==> config.mk <==
export PLATFORM = sky130hd
export DESIGN_NAME = mode_counter
export DESIGN_NICKNAME = d
export VERILOG_FILES = /design/src/rtl/mode_counter_pkg.sv /design/src/rtl/mode_counter_prescaler.sv /design/src/rtl/mode_counter.sv
export SDC_FILE = /design/constraint.sdc
export NUM_CORES = 1
export LEC_CHECK = 0
export ABC_AREA = 0
export CAP_MARGIN = 40
export CORE_AREA = 3 3 40 42
export CTS_CLUSTER_DIAMETER = 50
export DETAILED_ROUTE_END_ITERATION = 7
export DIE_AREA = 0 0 43 45
export DONT_BUFFER_PORTS = 1
export PLACE_DENSITY = 0.68
export SLEW_MARGIN = 20
export SYNTH_ARGS = -nofsm -noshare
export SYNTH_HDL_FRONTEND = slang
export SYNTH_SLANG_ARGS = --single-unit
==> constraint.sdc <==
create_clock -name clk -period 4.9 [get_ports clk]
set_input_delay 0.245 -clock clk [delete_from_list [all_inputs] [get_ports clk]]
set_output_delay 0.245 -clock clk [all_outputs]
set_load 0.02 [all_outputs]
==> src/rtl/mode_counter_pkg.sv <==
// mode_counter shared types: mode encodings and one-shot FSM states.
package mode_counter_pkg;

  typedef enum logic [1:0] {
    MODE_WRAP    = 2'b00,
    MODE_SAT     = 2'b01,
    MODE_ONESHOT = 2'b10,
    MODE_RSVD    = 2'b11
  } mode_e;

  typedef enum logic [1:0] {
    ST_IDLE = 2'b00,
    ST_RUN  = 2'b01,
    ST_DONE = 2'b10
  } state_e;

endpackage

==> src/rtl/mode_counter_prescaler.sv <==
// Enabled-cycle prescaler; tick fires on the last enabled cycle of a period.
module mode_counter_prescaler #(
  parameter int PRESCALE = 1
) (
  input  logic clk,
  input  logic reset,
  input  logic enable,
  input  logic clear,
  output logic tick
);

  localparam int CW = (PRESCALE > 1) ? $clog2(PRESCALE) : 1;
  localparam logic [CW-1:0] LAST = CW'(PRESCALE - 1);

  logic [CW-1:0] cnt;

  assign tick = enable && (cnt == LAST);

  always_ff @(posedge clk) begin
    if (reset || clear)
      cnt <= '0;
    else if (tick)
      cnt <= '0;
    else if (enable)
      cnt <= cnt + CW'(1);
  end

endmodule

==> src/rtl/mode_counter.sv <==
// Up/down counter with wrap, saturate and one-shot modes,
// prescaled stepping, terminal-count pulse and sticky overflow.
module mode_counter
  import mode_counter_pkg::*;
#(
  parameter int          WIDTH     = 4,
  parameter int unsigned MAX_COUNT = (2**WIDTH) - 1,
  parameter int          PRESCALE  = 1
) (
  input  logic             clk,
  input  logic             reset,
  input  logic             enable,
  input  logic             up_dn,
  input  logic [1:0]       mode,
  input  logic             load,
  input  logic [WIDTH-1:0] load_value,
  input  logic             clear_ovf,
  output logic [WIDTH-1:0] count,
  output logic             tc,
  output logic             ovf,
  output logic             busy
);

  localparam logic [WIDTH-1:0] MAXV = WIDTH'(MAX_COUNT);

  mode_e          md;
  state_e         state;
  state_e         state_nx;
  logic           tick;
  logic           oneshot;
  logic           wrap;
  logic           live;
  logic           step;
  logic           at_bound;
  logic           bstep;
  logic [WIDTH-1:0] count_nx;

  mode_counter_prescaler #(
    .PRESCALE(PRESCALE)
  ) u_pre (
    .clk   (clk),
    .reset (reset),
    .enable(enable),
    .clear (load),
    .tick  (tick)
  );

  assign md       = mode_e'(mode);
  assign oneshot  = (md == MODE_ONESHOT);
  assign wrap     = (md == MODE_WRAP) || (md == MODE_RSVD);
  // one-shot only counts while running
  assign live     = !oneshot || (state == ST_RUN);
  assign step     = tick && !load && live;
  assign at_bound = up_dn ? (count == MAXV) : (count == '0);
  assign bstep    = step && at_bound;
  assign busy     = (state == ST_RUN);

  always_comb begin
    count_nx = count;
    if (load) begin
      count_nx = (load_value > MAXV) ? MAXV : load_value;
    end else if (step) begin
      if (at_bound) begin
        if (wrap)
          count_nx = up_dn ? '0 : MAXV;
      end else begin
        count_nx = up_dn ? count + WIDTH'(1)
                         : count - WIDTH'(1);
      end
    end
  end

  always_comb begin
    state_nx = state;
    if (!oneshot) begin
      state_nx = ST_IDLE;
    end else begin
      unique case (state)
        ST_IDLE: if (load)  state_nx = ST_RUN;
        ST_RUN:  if (bstep) state_nx = ST_DONE;
        ST_DONE: if (load)  state_nx = ST_RUN;
        default:            state_nx = ST_IDLE;
      endcase
    end
  end

  always_ff @(posedge clk) begin
    if (reset) begin
      state <= ST_IDLE;
      count <= '0;
      tc    <= 1'b0;
      ovf   <= 1'b0;
    end else begin
      state <= state_nx;
      count <= count_nx;
      tc    <= bstep;
      ovf   <= bstep | (ovf & ~clear_ovf);
    end
  end

endmodule

==> results_tabular.tex <==
\begin{tabular}{lr}
\hline
Metric & Value \\
\hline
\multicolumn{2}{l}{\textbf{Worst setup path}} \\
Data required time at the worst endpoint & 5.05 ns \\
Maximum fanout along the worst path & 6 \\
Worst setup slack for register-to-register paths & 2.90 ns \\
Worst R2R Start & count[1] \\
Launch point of the critical path & count[1] \\
Worst setup endpoint & count[3] \\
Startpoint class of the critical path & register \\
Crit path capture type & register \\
End of the worst register-to-register path & count[3] \\
R2R depth & 5 \\
Worst Path Arrival & around 2.2 ns \\
Critical path class & reg2reg \\
\multicolumn{2}{l}{\textbf{Finish}} \\
Fin cells & 83 \\
Nets & 85 \\
Area grow syn2layout & 6.56\% \\
Ratio of cells with drive above 1 in the final layout & 0.103 \\
Area of all placed cells without fillers & about 610 µm² \\
Diodes inserted & 0 \\
\multicolumn{2}{l}{\textbf{Clock network}} \\
Clock tree root driver cell & clkbuf\_4 \\
Worst-Skew Late Latency & $\sim$0.25 ns \\
Number of H-tree levels & 1 \\
Hold bufs inserted after CTS & 0 \\
Clock slew seen by the registers of the worst setup and hold paths & approximately 0.06 ns \\
Post-CTS repair timing setup buffer count & 0 \\
Clock sinks & 9 \\
TritonCTS buffer count & 3 \\
Maximum clock insertion buffer count & 2 \\
Total of cells resized after clock tree synthesis & 0 \\
CTS tree & done \\
\multicolumn{2}{l}{\textbf{Route}} \\
Final routed DRC violation total & 0 \\
Number of DRC markers after the initial detailed-route iteration & 9 \\
Detailed-routing iteration count for the pre-antenna-repair pass & 4 \\
Number of nets with antenna violations after routing & 0 \\
Wire length per cell after detailed routing & around 14 µm \\
Total wire length after detailed routing & between 1000 and 1500 µm \\
Via/cell ratio & between 5 and 6 \\
Detailed-route via count & between 400 and 500 \\
\multicolumn{2}{l}{\textbf{Logic synthesis}} \\
Flip-flop cell with the highest count after synthesis & dfxtp\_1 \\
Async S/R FF share, synth & 0 \\
Yosys warning total & 0 \\
Total nets after synthesis & 82 \\
Mean instance size in the synthesized netlist & approximately 8.7 µm² \\
Flip-flop and latch count after synthesis & 9 \\
Count of distinct cell types in the synthesized netlist & 32 \\
Total standard cell area after synthesis & 572 µm² \\
Number of standard cells after synthesis & 66 \\
Fraction of the yosys area taken by sequential cells & 0.315 \\
EDFF count, synth & 0 \\
\multicolumn{2}{l}{\textbf{Global routing}} \\
Initial antenna violation count & 0 \\
Number of global-route vias before repair & 422 \\
GRT Util Overall & 0.131 \\
Pin count of the biggest net entering global routing & 12 \\
Total global routing overflow & 0 \\
First-pass GRT wire length & between 1500 and 2000 µm \\
\multicolumn{2}{l}{\textbf{Outcome}} \\
Result of the run & finished clean \\
\multicolumn{2}{l}{\textbf{Power}} \\
Total power consumption of the routed design & 172 µW \\
Total power density per cell area & $\sim$280 mW/mm² \\
Peak VDD IR & 0.161 mV \\
Leakage component of the power & approximately 0.28 nW \\
\multicolumn{2}{l}{\textbf{STA}} \\
Upper clock frequency limit & 0.501 GHz \\
Min cycle time layout & $\sim$2 ns \\
Worst slew margin relative to its limit & 0.676 \\
Pin slew with the least headroom to its limit & 0.473 ns \\
Fin crit share & 0.407 \\
Post-Route Hold Slack & about 0.053 ns \\
Number of max-slew violations in the final report & 0 \\
Worst clock skew & between 0.0008 and 0.0009 ns \\
RSZ-0062 raised after global routing & no \\
Final Hold Violating Endpoints & 0 \\
Final setup violation count & 0 \\
Setup tns final & 0 ns \\
\multicolumn{2}{l}{\textbf{Run}} \\
Max-cap violations & 0 \\
\multicolumn{2}{l}{\textbf{Placement}} \\
Cell Area, Placed & between 500 and 600 µm² \\
Post-Place Cells & just under 80 \\
Post-detailed-placement half-perimeter wirelength & 901 µm \\
RePlAce Congestion & approximately 0.84 \\
IO buf count & 0 \\
\multicolumn{2}{l}{\textbf{Min path}} \\
Type of the tightest min-delay check & in2reg \\
\multicolumn{2}{l}{\textbf{Floorplanning}} \\
Ports & 19 \\
Core Box Area & between 0.001 and 0.0015 mm² \\
Height of the die & around 45 µm \\
Die footprint & around 0.0019 mm² \\
Site row count & 13 \\
Initial standard-cell utilization of the core & 0.445 \\
Die outline width & 43 µm \\
\hline
\end{tabular}
[power breakdown]
group / switching, mW / internal (mW)
logic: 0.0143 / 0.0159
clock network: 0.0245 / 0.0313
registers: 0.00971 / 0.0767
[cells in the final DEF (no fill, tap or decap), types with 2 or more instances in the layout]
cell / n
nor2_1: 3
a2111oi_0: 2
xnor2_1: 3
nand2_1: 2
ha_1: 3
nand2b_1: 4
inv_1: 7
and3_2: 2
dfxtp_1: 9
clkbuf_4: 3
a21oi_1: 6
nor2b_1: 2
nor3_1: 3
[stage by stage]
step | util | setup slack, ns
2_1_floorplan | - | 3.00
3_3_place_gp | 0.454 | 2.96
3_5_place_dp | 0.454 | 2.94
4_1_cts | 0.474 | 2.90
5_1_grt | 0.474 | 2.80
6_report | 0.474 | 2.90
[layout make-up]
cell class	instances	area, µm²
Multi-Input combinational cell	48	358
Inverter	7	26.3
Fill cell	135	676
Sequential cell	9	180
Clock buffer	4	26.3
Tap cell	15	18.8
[worst max-delay path, stage by stage (launching register included)]
cell and delay, ns:
dfxtp_1 0.42, or3_1 0.42, or4_1 0.40, o211a_1 0.19, or2_1 0.23, a32o_1 0.24
[cell usage after synthesis (2+ instances only)]
| library cell | instances | area share |
|---|---|---|
| dfxtp_1 | 9 | 0.32 |
| nand2b_1 | 4 | 0.044 |
| xnor2_1 | 3 | 0.046 |
| nor3_1 | 3 | 0.026 |
| nand2_1 | 2 | 0.013 |
| and3_2 | 2 | 0.026 |
| a2111oi_0 | 2 | 0.031 |
| inv_1 | 7 | 0.046 |
| nor2b_1 | 2 | 0.022 |
| a21oi_1 | 6 | 0.053 |
| nor2_1 | 3 | 0.020 |
| ha_1 | 3 | 0.066 |
[state kept, by name, indices dropped and copies added (netlist names)]
| register | count |
|---|---|
| count | 4 |
| state | 2 |
| ovf | 1 |
| tc | 1 |
| u_pre.cnt | 1 |
[logic make-up after synthesis]
family          synth area share
simple gates               0.258
compound gates             0.206
buf+inv                   0.0591
flops                      0.315
xor+xnor                  0.0613
fa+ha+maj                  0.101
[per-layer routing]
layer	track usage	routed length, µm	vias up
li1	-	-	237
met1	0.162	524	206
met2	0.204	531	16
met3	0.0757	92	0
met4	0.0181	0	0
met5	0	0	-
[worst min-delay path by stage]
stage / from / to / slack, ns / depth (start not counted)
floorplan: load_value[3] / count[3] / 0.37 / 1
global placement: reset / ovf / 0.32 / 1
detailed placement: reset / tc / 0.32 / 1
CTS: reset / ovf / 0.05 / 1
global route: reset / ovf / 0.04 / 1
finish: reset / ovf / 0.05 / 1
Note: power is estimated with default switching activity, not from simulation.
